`config.mk`:
```
export PLATFORM = sky130hd
export DESIGN_NAME = sync_fifo_ext
export DESIGN_NICKNAME = d
export VERILOG_FILES = /design/src/rtl/sync_fifo_ext.sv
export SDC_FILE = /design/constraint.sdc
export NUM_CORES = 1
export LEC_CHECK = 0
export ABC_AREA = 0
export BUFFER_PORTS_ARGS = -buffer_cell sky130_fd_sc_hd__buf_2
export CORE_MARGIN = 4
export CORE_UTILIZATION = 61
export CTS_CLUSTER_SIZE = 10
export DETAILED_ROUTE_END_ITERATION = 10
export MAX_ROUTING_LAYER = met4
export PLACE_DENSITY = 0.84
export SLEW_MARGIN = 10
export SYNTH_ARGS = -nofsm -noshare
export SYNTH_HDL_FRONTEND = slang
export SYNTH_SLANG_ARGS = --single-unit
```
`constraint.sdc`:
```
create_clock -name clk -period 3.5 [get_ports clk]
set_input_delay 0.875 -clock clk [delete_from_list [all_inputs] [get_ports clk]]
set_output_delay 0.875 -clock clk [all_outputs]
set_load 0.1 [all_outputs]
```
`src/rtl/sync_fifo_ext.sv`:
```
// Single-clock FIFO with arbitrary depth, standard or FWFT read port, occupancy count and thresholds.
// Standard reads return data one cycle after rden; full/empty gate requests and rejected ones pulse overflow/underflow.
module sync_fifo_ext #(
   parameter int DWIDTH   = 8,
   parameter int DEPTH    = 16,
   parameter int FWFT     = 0,
   parameter int AF_LEVEL = DEPTH - 2,
   parameter int AE_LEVEL = 2,
   parameter int CWIDTH   = $clog2(DEPTH + 1)
) (
   input  logic              clk,
   input  logic              rstn,
   input  logic              wren,
   input  logic [DWIDTH-1:0] din,
   input  logic              rden,
   output logic [DWIDTH-1:0] dout,
   output logic              full,
   output logic              empty,
   output logic              almost_full,
   output logic              almost_empty,
   output logic [CWIDTH-1:0] count,
   output logic              overflow,
   output logic              underflow
);

   localparam int                PWIDTH  = (DEPTH > 2) ? $clog2(DEPTH) : 1;
   localparam logic [CWIDTH-1:0] DEPTH_C = CWIDTH'(DEPTH);
   localparam logic [CWIDTH-1:0] AF_C    = CWIDTH'(AF_LEVEL);
   localparam logic [CWIDTH-1:0] AE_C    = CWIDTH'(AE_LEVEL);
   localparam logic [PWIDTH-1:0] LAST_C  = PWIDTH'(DEPTH - 1);

   logic [DWIDTH-1:0] mem [DEPTH];
   logic [PWIDTH-1:0] wptr;
   logic [PWIDTH-1:0] rptr;
   logic [PWIDTH-1:0] wptr_nxt;
   logic [PWIDTH-1:0] rptr_nxt;
   logic [CWIDTH-1:0] count_nxt;
   logic              wr_acc;
   logic              rd_acc;

   // Flags decode only the registered count, so no request reaches them combinationally.
   assign full         = (count == DEPTH_C);
   assign empty        = (count == '0);
   assign almost_full  = (count >= AF_C);
   assign almost_empty = (count <= AE_C);

   assign wr_acc = wren && !full;
   assign rd_acc = rden && !empty;

   // Explicit wrap keeps non-power-of-two depths correct.
   assign wptr_nxt = (wptr == LAST_C) ? '0 : wptr + 1'b1;
   assign rptr_nxt = (rptr == LAST_C) ? '0 : rptr + 1'b1;

   always_comb begin
      count_nxt = count;
      case ({wr_acc, rd_acc})
         2'b10:   count_nxt = count + 1'b1;
         2'b01:   count_nxt = count - 1'b1;
         default: count_nxt = count;
      endcase
   end

   always_ff @(posedge clk or negedge rstn) begin
      if (!rstn) begin
         wptr      <= '0;
         rptr      <= '0;
         count     <= '0;
         overflow  <= 1'b0;
         underflow <= 1'b0;
      end else begin
         if (wr_acc) wptr <= wptr_nxt;
         if (rd_acc) rptr <= rptr_nxt;
         count     <= count_nxt;
         overflow  <= wren && full;
         underflow <= rden && empty;
      end
   end

   // Storage is deliberately left unreset; count alone defines what is valid.
   always_ff @(posedge clk) begin
      if (wr_acc) mem[wptr] <= din;
   end

   generate
      if (FWFT != 0) begin : g_fwft
         assign dout = empty ? '0 : mem[rptr];
      end else begin : g_std
         logic [DWIDTH-1:0] dout_q;

         always_ff @(posedge clk or negedge rstn) begin
            if (!rstn)       dout_q <= '0;
            else if (rd_acc) dout_q <= mem[rptr];
         end

         assign dout = dout_q;
      end
   endgenerate

endmodule

```
# After elaboration in Yosys (flattened, before gate mapping)
# Memories as Yosys holds them, arrays and structs flattened. A register that Yosys moved wholly into a read port is not among the register bits.
# Index checks and enable logic that the tools add are counted.
dict set report word_totals {
  ram_bits 128
  memories 1
  inputBits 12
  reg_bits 15
  wordCells 31
}
# name depth word_bits rd rd_ports_with_merged_regs write_ports line_no
set mem_list {}
lappend mem_list {mem 16 8 1 1 1 32} ;# logic [DWIDTH-1:0] mem [DEPTH];
dict set report op_classes {
  n_addsub 4
  magnitude_cmp 2
  n_reduce_logical 9
  eq_ne 5
  muxes 5
}
# op count
set op_table {}
lappend op_table {{$pmux 5 s2} 1}
lappend op_table {{$add 4x1->4 const B} 2}
lappend op_table {{$eq 4x4->1 const B} 2}
lappend op_table {{$mux 4} 2}
lappend op_table {{$add 5x1->5 const B} 1}
lappend op_table {{$eq 5x5->1 const B} 1}
lappend op_table {{$ge 5x4->1 const B} 1}
lappend op_table {{$le 5x2->1 const B} 1}
lappend op_table {{$logic_not 5->1} 1}
lappend op_table {{$sub 5x1->5 const B} 1}
lappend op_table {{$logic_and 1x1->1} 4}
lappend op_table {{$logic_not 1->1} 3}
lappend op_table {{$eq 2x1->1 const B} 1}
lappend op_table {{$eq 2x2->1 const B} 1}
lappend op_table {{$mux 1} 2}
lappend op_table {{$reduce_bool 2->1} 1}

# Longest topological paths before layout
dict set report depth {
  depth_word 5
  depth_mapped 13
  mapped_depth_nobuf 10
}

# Worst setup path after synthesis
# Ideal clock, no wire load.
dict set report synth_path {
  path_kind {reg-to-output}
  start {register count[2]}
  end {output almost_empty}
  path_buffers 1
  t_required_ns 2.625
  path_stages_with_launch 3
  arrival_ns 5.759
  slack_ns -3.134
  cell_sequence {dfrtp_1 buf_2 a2111oi_0}
}
dict set report synth_between {
  elab_chain_cells 1
}
# element line_no
set synth_lines {}
lappend synth_lines {{start, declared} 21} ;# output logic [CWIDTH-1:0] count,
lappend synth_lines {{start signal, assigned} 73} ;# count <= count_nxt;
lappend synth_lines {{$le 5x2->1} 45} ;# assign almost_empty = (count <= AE_C);
lappend synth_lines {{end, declared} 20} ;# output logic almost_empty,
# Every way passes these cells.

# Worst setup path after layout
dict set report layout_path {
  start {register count[1]}
  end {output empty}
}
dict set report layout_between {
  elab_chain_cells 1
}
# element line_no
set layout_lines {}
lappend layout_lines {{$logic_not 5->1} 43} ;# assign empty = (count == '0);
lappend layout_lines {{end, declared} 18} ;# output logic empty,
# Every way passes these cells.

==> results.yml <==
yosys:
  synth-async-reset-ratio: 0.152
  syn_area_per_cell_um2: 16.1
  ys.flop_type: "edfxtp_1"
  yosys.cell_types.count: 44
  yosys_warnings: 0
  ys_ff_latch: 151
  syn_inst: 384
  synth.largest_area_cell: "edfxtp_1"
  syn_area_um2: 6200
  ys_top_cells_by_area: "edfxtp_1, dfrtp_1, mux2i_1"
  synth.net_count: 405
  synth_top_area_frac: 0.620
  ys_seq_area_frac: 0.713
  synth_edf_count: 128
final_layout:
  nets: 442
  design_area_um2: 7060
  drive_above_1_share: 0.194
  num_antenna_cells: 0
  instances_no_fill: 567
  final_core_util: 0.719
  fill_cells: 606
  syn_to_final_growth_pct: 13.9
floorplan:
  io_pins: 31
  die_w_um: 109
  core-area_um2: 9820
  initial_core_util: 0.631
  rows: 36
  die_area_um2: 11800
  fp.dieH_um: 109
worst_setup_path:
  worst-setup-path-type: "reg2out"
  cp-end-kind: "output port"
  required_ns: 2.62
  cp-start-kind: "flop"
  cp_max_fo: 11
  critPathMaxStageDelay_ns: 0.53
  slowest_stage: "dfrtp_1"
  path_cells: "nor4_4 > and2_1 > buf_2"
  path_buf_inv: 1
  cp.arrival_ns: 2.12
  path_delay_family: "simple AND/OR/NAND/NOR gates"
timing:
  finalWorstSetupSlack_ns: 0.504
  setup-tns-final_ns: 0
  holdWs_ns: 0.335
  relSlewSlack: 0.288
  slew_viol_final: 0
  max_slew.worst_pin.slew_ns: 1.07
  rsz0062_at_grt: "false"
  hold_viol: 0
  finalClockSkew_ns: 0.00904
  max_clock_freq_mhz: 334
  finalSetupViolCount: 0
  fin_crit_sh: 0.856
  period_minus_slack_ns: 3.00
pwr:
  switching_power_mw: 2.52
  p_leak_nw: 2.58
  intPower_mw: 3.90
  p_comb_frac: 0.323
  power.total_mw: 6.42
  powerDensity_nw_per_um2: 909
  pwr-share-seq: 0.393
  ir_drop_v: 0.000615
  switching_share: 0.393
  clock_power_share: 0.284
cts:
  post_cts_buffers: 0
  cts-buffers-inserted: 17
  clock-sinks: 151
  cts_tree: "built"
  htree_levels: 4
  worstSkewPairLatency_ns: 0.53
  cts-hold-fix-buffers: 0
  path_clk_slew_ns: 0.06
  cts_resized: 0
  cts_root_buf: "clkbuf_8"
  cts.path.max_buffers: 2
global_routing:
  grt_pass1_wl_um: 19800
  grt_pass1_vias: 3553
  antenna_found_initial: 0
  gr-total-overflow: 0
  grt_max_degree: 24
  track_usage: 0.242
placed_design:
  io_buffers: 30
  pre_cts_ws_ns: 0.589
  place_hpwl_um: 7640
  dp_cells: 535
  place_area_um2: 6460
  gp_congestion: 0.814
drt:
  num_vias: 3505
  ant_nets: 0
  vias_per_cell: 6.18
  dr.first_iter.drc_count: 356
  drt-pass1-iter-count: 5
  drc: 0
  wl_per_cell_um: 22.2
  wirelength_um: 12600
min_path:
  hold_class: "in2async"
run_status:
  status: "complete, no violations"
job:
  maxCapViolCount: 0
[power groups by stage]
| stage | Sequential (mW) | Clock, mW | Combinational, mW |
|---|---|---|---|
| floorplan | 2.91 | 0 | 1.29 |
| global placement | 2.54 | 0 | 2.00 |
| detailed placement | 2.56 | 0 | 2.04 |
| CTS | 2.52 | 1.84 | 2.07 |
| global route | 2.57 | 1.92 | 2.20 |
| finish | 2.52 | 1.82 | 2.08 |
[placed cells by master (no fill, tap or decap), types with 2 or more instances in the layout]
master	netlist	layout
a31oi_1	9	9
and3_1	2	2
and2_1	2	2
ha_1	9	9
bufinv_16	0	2
o21ai_1	6	6
mux2i_1	48	48
inv_6	0	4
inv_8	0	4
inv_1	6	6
nor2b_1	2	2
xnor2_1	4	4
buf_4	3	10
clkinv_4	0	3
clkbuf_16	0	16
buf_2	8	30
nand2b_1	4	4
a21o_1	2	2
edfxtp_1	128	128
nand3b_1	2	2
xor2_1	3	3
mux4_2	8	8
o21ai_0	8	8
nor3_1	5	5
nand2_1	10	10
nor2_1	32	32
dfrtp_1	23	23
a221oi_1	8	8
nand3_1	7	7
o22ai_1	16	16
a21oi_1	3	3
[flip-flops by register name, summed over array words and instances (netlist names)]
name	flops
dout	8
mem	128
wptr	4
rptr	4
count	5
underflow	1
overflow	1
[cell families (layout without fill, tap and decap cells)]
group                    after synthesis  in the layout  synth area share
buffers and inverters                 28             78            0.0277
multiplexers                          58             58             0.110
AO/OA/AOI/OAI                         60             60            0.0644
XOR/XNOR                               7              7           0.00989
AND/OR/NAND/NOR                       71             71            0.0567
flip-flops                           151            151             0.713
adder cells (fa/ha/maj)                9              9            0.0182
[final cells by class]
| class | instances | area [µm²] | share of cell area |
|---|---|---|---|
| Timing Repair Buffer | 40 | 225 | 0.0319 |
| Tap cell | 133 | 166 | 0.0236 |
| Clock buffer | 17 | 414 | 0.0587 |
| Clock inverter | 15 | 186 | 0.0264 |
| Sequential cell | 151 | 4420 | 0.626 |
| Multi-Input combinational cell | 205 | 1630 | 0.230 |
| Inverter | 6 | 22.5 | 0.00319 |
[path summary, 6_finish.rpt]
kind / startpoint / to / slack [ns] / cells after the start
worst max-delay path: count[1]$_DFFE_PN0P_ / empty / 0.50 / 3
worst min-delay path: rstn / overflow$_DFF_PN0_ / 0.33 / 1
worst max register to register: count[1]$_DFFE_PN0P_ / count[4]$_DFFE_PN0P_ / 0.62 / 11
worst min register to register: dout[1]$_DFFE_PN0P_ / dout[1]$_DFFE_PN0P_ / 0.55 / 2
max in group asynchronous: rstn / wptr[2]$_DFFE_PN0P_ / 2.79 / 1
min in group clk: dout[1]$_DFFE_PN0P_ / dout[1]$_DFFE_PN0P_ / 0.55 / 2
[synth_stat cells, drive strengths merged (6+ instances only)]
library cell,n
nor2,32
a31oi,9
mux4,8
ha,9
a221oi,8
o22ai,16
edfxtp,128
dfrtp,23
o21ai,14
mux2i,48
buf,20
inv,6
nand2,10
nand3,8
[metal layers]
layer,vias up,GRT usage,part of all wire
met5,-,-,0
met4,0,0.0839,0.013
met3,19,0.0651,0.079
met2,168,0.365,0.49
met1,1744,0.321,0.41
li1,1574,-,-
(Power assumes the default switching activity.)
